==> src/rtl/imem_loader_pkg.sv <==
`default_nettype none
// ============================================================================
//  Module      : imem_loader_pkg
//  Description : Shared types and constants for the instruction-memory loader.
//  Revision    : 1.0 - initial release
// ============================================================================
package imem_loader_pkg;

    localparam int BYTE_W = 8;
    localparam int WORD_W = 32;
    // Width of the frame word-count header (two bytes)
    localparam int CNT_W  = 16;

    typedef enum logic [2:0] {
        HDR_LO = 3'd0,
        HDR_HI = 3'd1,
        DATA   = 3'd2,
        CSUM   = 3'd3,
        DONE   = 3'd4,
        ERR    = 3'd5
    } loader_state_t;

endpackage
`default_nettype wire

==> src/rtl/imem_loader_word_assembler.sv <==
`default_nettype none
// ============================================================================
//  Module      : word_assembler
//  Description : Packs four LSB-first bytes into a 32-bit word and pulses
//                word_valid on the cycle after the fourth byte is taken.
//  Revision    : 1.0 - initial release
// ============================================================================
module word_assembler
    import imem_loader_pkg::*;
(
    input  logic              clk,
    input  logic              reset,
    input  logic              clear,
    input  logic              byte_valid,
    input  logic [BYTE_W-1:0] byte_data,
    output logic              word_valid,
    output logic [WORD_W-1:0] word_data
);

    logic [1:0]        byte_cnt_q,   byte_cnt_d;
    logic [WORD_W-1:0] shift_q,      shift_d;
    logic              word_valid_q, word_valid_d;

    // Shift new bytes in at the top so the first byte ends up in bits [7:0]
    always_comb begin
        byte_cnt_d   = byte_cnt_q;
        shift_d      = shift_q;
        word_valid_d = 1'b0;
        if (clear) begin
            byte_cnt_d = '0;
            shift_d    = '0;
        end else if (byte_valid) begin
            shift_d    = {byte_data, shift_q[WORD_W-1:BYTE_W]};
            byte_cnt_d = byte_cnt_q + 2'd1;
            if (byte_cnt_q == 2'd3) begin
                word_valid_d = 1'b1;
            end
        end
    end

    // State registers with synchronous reset
    always_ff @(posedge clk) begin
        if (reset) begin
            byte_cnt_q   <= '0;
            shift_q      <= '0;
            word_valid_q <= 1'b0;
        end else begin
            byte_cnt_q   <= byte_cnt_d;
            shift_q      <= shift_d;
            word_valid_q <= word_valid_d;
        end
    end

    assign word_valid = word_valid_q;
    assign word_data  = shift_q;

endmodule
`default_nettype wire

==> src/rtl/imem_loader.sv <==
`default_nettype none
// ============================================================================
//  Module      : imem_loader
//  Description : Receives a checksummed byte-stream image, writes it to IMEM
//                from word address 0 and releases the core once it checks out.
//  Revision    : 1.0 - initial release
// ============================================================================
module imem_loader
    import imem_loader_pkg::*;
#(
    parameter int DEPTH  = 256,
    parameter int ADDR_W = 8
) (
    input  logic              clk,
    input  logic              reset,
    input  logic              rx_valid,
    input  logic [BYTE_W-1:0] rx_data,
    output logic              rx_ready,
    input  logic              reload,
    output logic              imem_we,
    output logic [ADDR_W-1:0] imem_addr,
    output logic [WORD_W-1:0] imem_wdata,
    output logic              core_reset,
    output logic              load_done,
    output logic              load_error
);

    loader_state_t     state_q,      state_d;
    logic [CNT_W-1:0]  cnt_q,        cnt_d;
    // One extra bit so a full DEPTH-word image never wraps the index
    logic [ADDR_W:0]   word_idx_q,   word_idx_d;
    logic [BYTE_W-1:0] csum_q,       csum_d;
    logic [ADDR_W-1:0] addr_hold_q,  addr_hold_d;
    logic [WORD_W-1:0] wdata_hold_q, wdata_hold_d;

    logic              rx_hs;
    logic              asm_clear;
    logic              word_valid;
    logic [WORD_W-1:0] word_data;
    logic [CNT_W-1:0]  cnt_full;
    logic [CNT_W-1:0]  idx_ext;

    assign rx_ready = ~reset & (state_q inside {HDR_LO, HDR_HI, DATA, CSUM});
    assign rx_hs    = rx_valid & rx_ready;
    assign cnt_full = {rx_data, cnt_q[BYTE_W-1:0]};
    assign idx_ext  = CNT_W'(word_idx_q);

    word_assembler u_word_assembler (
        .clk        (clk),
        .reset      (reset),
        .clear      (asm_clear),
        .byte_valid (rx_hs & (state_q == DATA)),
        .byte_data  (rx_data),
        .word_valid (word_valid),
        .word_data  (word_data)
    );

    // A finished word is visible to IMEM for exactly the one strobe cycle;
    // afterwards the hold registers keep address and data stable.
    assign imem_we    = word_valid & ~reset;
    assign imem_addr  = imem_we ? word_idx_q[ADDR_W-1:0] : addr_hold_q;
    assign imem_wdata = imem_we ? word_data : wdata_hold_q;

    assign core_reset = reset | (state_q != DONE);
    assign load_done  = ~reset & (state_q == DONE);
    assign load_error = ~reset & (state_q == ERR);

    // Frame parser: header, payload word counting, checksum, reload
    always_comb begin
        state_d      = state_q;
        cnt_d        = cnt_q;
        word_idx_d   = word_idx_q;
        csum_d       = csum_q;
        addr_hold_d  = addr_hold_q;
        wdata_hold_d = wdata_hold_q;
        asm_clear    = 1'b0;

        case (state_q)
            HDR_LO: begin
                if (rx_hs) begin
                    cnt_d   = {cnt_q[CNT_W-1:BYTE_W], rx_data};
                    csum_d  = csum_q ^ rx_data;
                    state_d = HDR_HI;
                end
            end
            HDR_HI: begin
                if (rx_hs) begin
                    cnt_d  = cnt_full;
                    csum_d = csum_q ^ rx_data;
                    if (cnt_full > CNT_W'(DEPTH)) begin
                        state_d = ERR;
                    end else if (cnt_full == '0) begin
                        state_d = CSUM;
                    end else begin
                        state_d = DATA;
                    end
                end
            end
            DATA: begin
                if (rx_hs) begin
                    csum_d = csum_q ^ rx_data;
                end
                if (word_valid) begin
                    word_idx_d = word_idx_q + (ADDR_W+1)'(1);
                    if (idx_ext + CNT_W'(1) == cnt_q) begin
                        state_d = CSUM;
                    end
                end
            end
            CSUM: begin
                if (rx_hs) begin
                    state_d = (rx_data == csum_q) ? DONE : ERR;
                end
            end
            DONE, ERR: begin
                if (reload) begin
                    state_d    = HDR_LO;
                    cnt_d      = '0;
                    word_idx_d = '0;
                    csum_d     = '0;
                    asm_clear  = 1'b1;
                end
            end
            default: state_d = HDR_LO;
        endcase

        if (imem_we) begin
            addr_hold_d  = word_idx_q[ADDR_W-1:0];
            wdata_hold_d = word_data;
        end
    end

    // State registers with synchronous reset
    always_ff @(posedge clk) begin
        if (reset) begin
            state_q      <= HDR_LO;
            cnt_q        <= '0;
            word_idx_q   <= '0;
            csum_q       <= '0;
            addr_hold_q  <= '0;
            wdata_hold_q <= '0;
        end else begin
            state_q      <= state_d;
            cnt_q        <= cnt_d;
            word_idx_q   <= word_idx_d;
            csum_q       <= csum_d;
            addr_hold_q  <= addr_hold_d;
            wdata_hold_q <= wdata_hold_d;
        end
    end

endmodule
`default_nettype wire

==> config.mk <==
export PLATFORM = sky130hd
export DESIGN_NAME = imem_loader
export DESIGN_NICKNAME = d
export VERILOG_FILES = /design/src/rtl/imem_loader_pkg.sv /design/src/rtl/imem_loader_word_assembler.sv /design/src/rtl/imem_loader.sv
export SDC_FILE = /design/constraint.sdc
export NUM_CORES = 1
export LEC_CHECK = 0
export CAP_MARGIN = 20
export CORE_MARGIN = 2
export CORE_UTILIZATION = 48
export DETAILED_ROUTE_END_ITERATION = 8
export PLACE_DENSITY = 0.71
export RECOVER_POWER = 50
export SLEW_MARGIN = 20
export SYNTH_ARGS = -nofsm -noshare
export SYNTH_HDL_FRONTEND = slang
export SYNTH_SLANG_ARGS = --single-unit
==> constraint.sdc <==
create_clock -name clk -period 2.1 [get_ports clk]
set_input_delay 0.42 -clock clk [delete_from_list [all_inputs] [get_ports clk]]
set_output_delay 0.42 -clock clk [all_outputs]
set_load 0.02 [all_outputs]
==> impl_metrics.py <==
metrics = {
    "detailed_routing": {
        "vias": 4075,
        "dr.pass1.iters": 5,
        "totalWireLength_mm": 11.5,
        "ant_nets": 0,
        "via_per_inst": 5.31,
        "dr.first_iter.drc_count": 216,
        "wl_per_cell_um": 15.0,
        "drc": 0,
    },
    "synthesis": {
        "async_reset_ff_share_pct": 0,
        "yosys.area_share.simple_pct": 24.5,
        "yosysWarnings": 0,
        "ys_seq_area_share_pct": 45.8,
        "synth_area_um2": 4850,
        "ys_ff_latch": 111,
        "synth_cells": 556,
        "synth-edff-count": 0,
        "synth.avg_cell_area_um2": 8.73,
        "synth_area_leaders": "dfxtp_1, mux2_2, nor2b_1",
        "synth-adder-area-share_pct": 0.515,
        "synth_top_family_by_area": "simple AND/OR/NAND/NOR gates",
        "synth_compound_gate_area_share_pct": 12.2,
        "synth_top_area_share_pct": 45.8,
        "yosys.area.top_type": "dfxtp_1",
        "synth-xor-area-share_pct": 3.61,
        "synth.distinct_cells": 47,
        "synthMuxAreaShare_pct": 9.48,
        "synth-main-ff-cell": "dfxtp_1",
        "syn_nets": 570,
    },
    "timing": {
        "relSlewSlack_pct": 70.1,
        "hold_violations": 0,
        "rsz0062_at_grt": "yes",
        "setup_viol": 0,
        "clock_skew_ps": 17.1,
        "fin_crit_sh_pct": 97.5,
        "post-route-min-period_ps": 2050,
        "drv_slew": 0,
        "fmax_mhz": 488,
        "worstMarginPinSlew_ps": 448,
    },
    "worst_setup_path": {
        "critPathArrivalTime_ps": 1630,
        "critPathLaunchType": "flop",
        "r2r-start": "word_idx_q[0]$_SDFFE_PP0P_",
        "crit_fanout": 10,
        "crit_type": "reg2out",
        "critPathMaxStageDelay_ps": 350,
        "cp-end-kind": "output port",
        "setup.worst_path.start": "u_word_assembler.word_valid$_SDFF_PP0_",
        "slowest_stage": "dfxtp_2",
        "crit_family": "buffers and inverters",
        "path_buf_inv": 2,
        "crit_chain": "nand2b_4 > bufbuf_16 > mux2_2 > buf_4",
        "required_ps": 1680,
        "ff2ff_setup_slack_ps": 190,
    },
    "power": {
        "p_leak_nw": 2.41,
        "peakVddDrop_mv": 0.350,
        "clkPwrFrac_pct": 33.5,
        "p_switching_uw": 969,
        "p_int_mw": 2.72,
        "power_density_nw_per_um2": 620,
        "swShare_pct": 26.3,
        "comb_power_share_pct": 8.4,
        "p_seq_share_pct": 58.2,
    },
    "run": {
        "drv_cap": 0,
    },
    "place": {
        "portBuffers": 56,
        "gp_congestion": 0.864,
        "dpl.cell_count": 748,
        "place_hpwl_mm": 8.05,
        "placed_area_um2": 5820,
    },
    "worst_hold_path": {
        "hp-class": "reg2reg",
        "hold_start": "u_word_assembler.word_data[4]$_SDFFE_PP0N_",
    },
    "floorplanning": {
        "die_h_um": 105,
        "die-width_um": 105,
        "start_util_pct": 49.7,
        "die_area_um2": 10900,
        "core_um2": 9770,
        "num_rows": 36,
        "ios": 57,
    },
    "final_layout": {
        "fin_area_um2": 5950,
        "fillers": 836,
        "finalNetCount": 643,
        "area.growth.synth_to_final_pct": 22.6,
        "final_util_pct": 60.9,
        "instances_no_fill": 767,
        "antenna_cells": 0,
        "drive_above_1_share_pct": 22.7,
    },
    "clock_network": {
        "cts_tree": "done",
        "cts_buffers": 9,
        "cts_hold_buf": 0,
        "path_clk_slew_ps": 110,
        "clk_latency_ps": 380,
        "h-tree-depth": 3,
        "clockBufferDepth": 2,
        "clock-sinks": 111,
        "clock-root-buffer": "clkbuf_8",
    },
    "status": {
        "status": "finished clean",
    },
    "grt": {
        "grt_pass1_wl_mm": 19.2,
        "first_global_vias": 3940,
        "grt_remaining_overflow": 0,
        "antenna_found_initial": 0,
        "grt_max_degree": 43,
        "grtUsageTotal_pct": 21.6,
    },
}
[area by class of cell]
class,count,area (um2),share of cell area [%]
Multi-Input combinational cell,397,2450,41.2
Sequential cell,111,2220,37.3
Timing Repair Buffer,106,908,15.3
Tap cell,133,166,2.80
Clock buffer,9,124,2.08
Clock inverter,7,66.3,1.11
Inverter,4,15.0,0.252
[worst paths after layout]
check,to,depth (start not counted)
setup / recovery,imem_wdata[8],4
hold / removal,u_word_assembler.word_data[4]$_SDFFE_PP0N_,2
setup reg to reg,state_q[2]$_SDFFE_PP0P_,7
hold reg to reg,u_word_assembler.word_data[4]$_SDFFE_PP0N_,2
[power groups by stage]
stage | Sequential (mW) | Clock, mW | Combinational, mW
2_1_floorplan | 2.19 | 0 | 0.181
3_3_place_gp | 2.19 | 0 | 0.300
3_5_place_dp | 2.20 | 0 | 0.307
4_1_cts | 2.15 | 1.27 | 0.307
5_1_grt | 2.15 | 1.34 | 0.338
6_report | 2.15 | 1.23 | 0.309
[worst register-to-register path, cell delays in order, from the launching register on]
cell     delay (ps)
dfxtp_1         470
ha_1            210
nand3_1         140
nor2_1          180
a21oi_1          70
nor4_1          290
a31oi_1         170
o31ai_1         280
[cells in the mapped netlist, drive strengths merged, types with 5 or more instances]
| master | count |
|---|---|
| xor2 | 7 |
| nor2 | 33 |
| a21oi | 60 |
| clkbuf | 31 |
| nand3 | 12 |
| mux2 | 40 |
| buf | 13 |
| nor3 | 7 |
| nor4 | 5 |
| a311oi | 5 |
| nor2b | 51 |
| o21ai | 14 |
| xnor2 | 13 |
| nand2b | 14 |
| a31oi | 10 |
| nand3b | 10 |
| nand2 | 83 |
| dfxtp | 111 |
[per-layer routing]
layer | vias to the layer above | part of all wire, % | track usage (%)
li1 | 2035 | - | -
met1 | 1926 | 47 | 29.0
met2 | 98 | 47 | 35.2
met3 | 16 | 4.6 | 4.05
met4 | 0 | 1.7 | 7.05
met5 | - | 0 | 0
[metrics by stage]
step           power [mW]  TNS, ps  hold slack, ps  setup slack (ps)
2_1_floorplan        2.37        0             434               235
3_3_place_gp         2.50    -5200             441              -156
3_5_place_dp         2.50    -5730             448              -153
4_1_cts              3.73    -51.9             464             -51.9
5_1_grt              3.83    -12.1             490             -9.49
6_report             3.69        0             460              51.6
[sequential cells by signal (all words and copies together) (netlist names)]
signal / cells
addr_hold_q: 8
cnt_q: 16
csum_q: 8
state_q: 3
u_word_assembler.byte_cnt_q: 2
u_word_assembler.word_data: 32
u_word_assembler.word_valid: 1
wdata_hold_q: 32
word_idx_q: 9
[cell usage in the layout, fill, tap and decap left out, drive strengths merged, types with 4 or more instances in the layout]
cell type / instances
dfxtp: 111
nand2: 83
buf: 80
a21oi: 60
nor2b: 51
mux2: 40
nor2: 33
o21ai: 14
nand2b: 14
xnor2: 13
nand3: 12
a31oi: 10
nand3b: 10
clkdlybuf4s50: 10
clkbuf: 10
clkdlybuf4s15: 10
xor2: 7
nor3: 7
inv: 7
nor4: 5
a311oi: 5
dlygate4sd2: 4
[logic make-up after synthesis]
group,after synthesis
flops,111
compound gates,103
fa+ha+maj,2
buf+inv,48
simple gates,231
mux,41
xor+xnor,20
[repair_timing]
item,in CTS,in global routing
gates cloned,2,0
endpoints found under the setup margin,45,9
gates resized for setup,150,9
buffers inserted,1,0
Note: power is estimated with default switching activity, not from simulation.
==> patch (same flow settings) <==
Set the package constant `WORD_W` to 64 (it was 32).
--- a/src/rtl/imem_loader_pkg.sv
+++ b/src/rtl/imem_loader_pkg.sv
@@ -7,7 +7,7 @@
 package imem_loader_pkg;
 
     localparam int BYTE_W = 8;
-    localparam int WORD_W = 32;
+    localparam int WORD_W = 64;
     // Width of the frame word-count header (two bytes)
     localparam int CNT_W  = 16;
 
Ports: changed (resized imem_wdata); port bits go from 57 to 89. No check against the original RTL was run, so the function may have changed too.
==> patch against the unedited design <==
Design area is 50% higher. Critical endpoint is now imem_wdata[62]. Synthesized area grew 49%. Total power rose by 83%. Routed wire length is 50% higher. Non-clock buffer count up 39. Setup slack gained 0.019 ns. Synthesized cell count grew 72%. Critical path depth up 2. Sequential cell count rose by 64.
==> patch: results (changes against the unedited design) <==
Clocking
  – Num CTS Buffers: 17 (was 9)
  – Latest clock arrival within the worst-skew pair: 0.43 ns (was 0.38 ns)
  – Clock transition at path regs: 0.06 ns (was 0.11 ns)
  – H-tree Lvls: 4 (was 3)
  – Root Buffer: clkbuf_16 (was clkbuf_8)

Detailed routing
  – Metal3 WL: 766 um (was 531 um)
  – Met2 wire len: 7.778 mm (was 5.387 mm)
  – Routed via count: 6398 (was 4075)
  – TritonRoute pass-1 iters: 6 (was 5)
  – Drt initial violations: 578 (was 216)

Placed design
  – HPWL Detailed: 11.42 mm (was 8.055 mm)
  – Port-buffer cells: 88 (was 56)
  – Gpl congestion: 0.8738 (was 0.8637)
  – Placed Instance Area: 0.008577 mm2 (was 0.005819 mm2)
  – Post-Place Cells: 1220 (was 748)

Power
  – Lkg Pwr: 3.743 nW (was 2.412 nW)
  – VDD IR-drop max: 0.0006197 V (was 0.0003501 V)

Layout
  – Final non-filler cell total: 1255 (was 767)
  – Final #Nets: 1072 (was 643)
  – FILL cells: 1339 (was 836)
  – Layout cells sized above 1: 0.1606 (was 0.2271)

GRT
  – Largest net degree at the start of global routing: 76 (was 43)
  – Wire length of the first global-routing pass: 29.04 mm (was 19.18 mm)
  – Total Routing Usage GR: 0.2226 (was 0.2161)

Synth
  – Largest cells by area after synthesis: dfxtp_1 49%, nand2_1 19%, a21oi_1 6.7%, nor2b_1 6.6%, clkbuf_1 2.5% (was dfxtp_1 46%, mux2_2 9.3%, nor2b_1 6.6%, nand2_1 6.4%, a21oi_1 6.2%)
  – Commonest cells post-synth: 366 x nand2_1, 175 x dfxtp_1, 97 x a21oi_1 (was 111 x dfxtp_1, 83 x nand2_1, 60 x a21oi_1)
  – Synthesized Nets: 971 (was 570)

Run status
  – Outcome: completed (unchanged)

Timing
  – Final Skew: 0.005315 ns (was 0.01713 ns)

Worst setup path
  – Worst Path Arrival: 1.61 ns (was 1.63 ns)
-- patch: layout make-up --
class	count	area, um2	share of cell area
clock buffer	21	460.4	0.05158
clock inverter	11	113.9	0.01276
tap	184	230.2	0.02579
sequential	175	3507	0.3929
timing repair buffer	145	1125	0.1260
inverter	6	27.53	0.003084
multi-input combinational	713	3462	0.3879
-- patch: metrics by stage --
step,TNS (ns),worst slack [ns],total power [mW],hold slack (ns)
global route,0,0.002747,7.025,0.4761
finish,0,0.07048,6.771,0.4570
global placement,-12.10,-0.2039,3.769,0.4442
detailed placement,-12.25,-0.2048,3.772,0.4484
floorplan,0,0.1559,3.630,0.4366
CTS,-0.05655,-0.05655,6.829,0.4574
-- patch: worst max-delay path, delay by kind of cell (launching register included) --
family / cells / cell delay, ns
buf+inv: 3 / 0.57
flops: 1 / 0.35
simple gates: 3 / 0.25
-- patch: routing by layer --
layer  global-route usage  vias up
li1                     -     3287
met1               0.3166     2944
met2               0.3453      148
met3              0.04682       19
met4              0.06206        0
met5                    0        -
-- patch: worst paths after layout --
path                                                                 start                                          to  slack [ns]  depth (start not counted)
worst max-delay path                u_word_assembler.word_valid$_SDFF_PP0_                              imem_wdata[62]        0.07                          6
worst min-delay path            u_word_assembler.word_data[2]$_SDFFE_PP0N_  u_word_assembler.word_data[2]$_SDFFE_PP0N_        0.46                          2
worst max register to register                  word_idx_q[2]$_SDFFE_PP0P_                     state_q[0]$_SDFFE_PP0P_        0.07                          6
worst min register to register  u_word_assembler.word_data[2]$_SDFFE_PP0N_  u_word_assembler.word_data[2]$_SDFFE_PP0N_        0.46                          2
-- patch: timing repair --
item	CTS	global route
buffers inserted	1	1
gates cloned	1	0
gates resized for setup	269	30
setup endpoints to repair	77	69
-- patch: logic make-up (layout without fill, tap and decap cells) --
family	count (synthesis)	after routing	synth area share
AOI/OAI and AO/OA	139	139	0.1083
xor gates and xnor gates	20	20	0.02426
DFF	175	175	0.4851
and+or+nand+nor	551	551	0.3382
buffers and inverters	69	183	0.03933
muxes	1	1	0.001386
adders and majority gates	2	2	0.003464
-- patch: power by group --
group          internal (mW)  total (mW)  switching, mW
Clock                   1.80        3.08           1.28
Combinational          0.128       0.322          0.194
Sequential              3.34        3.37         0.0234
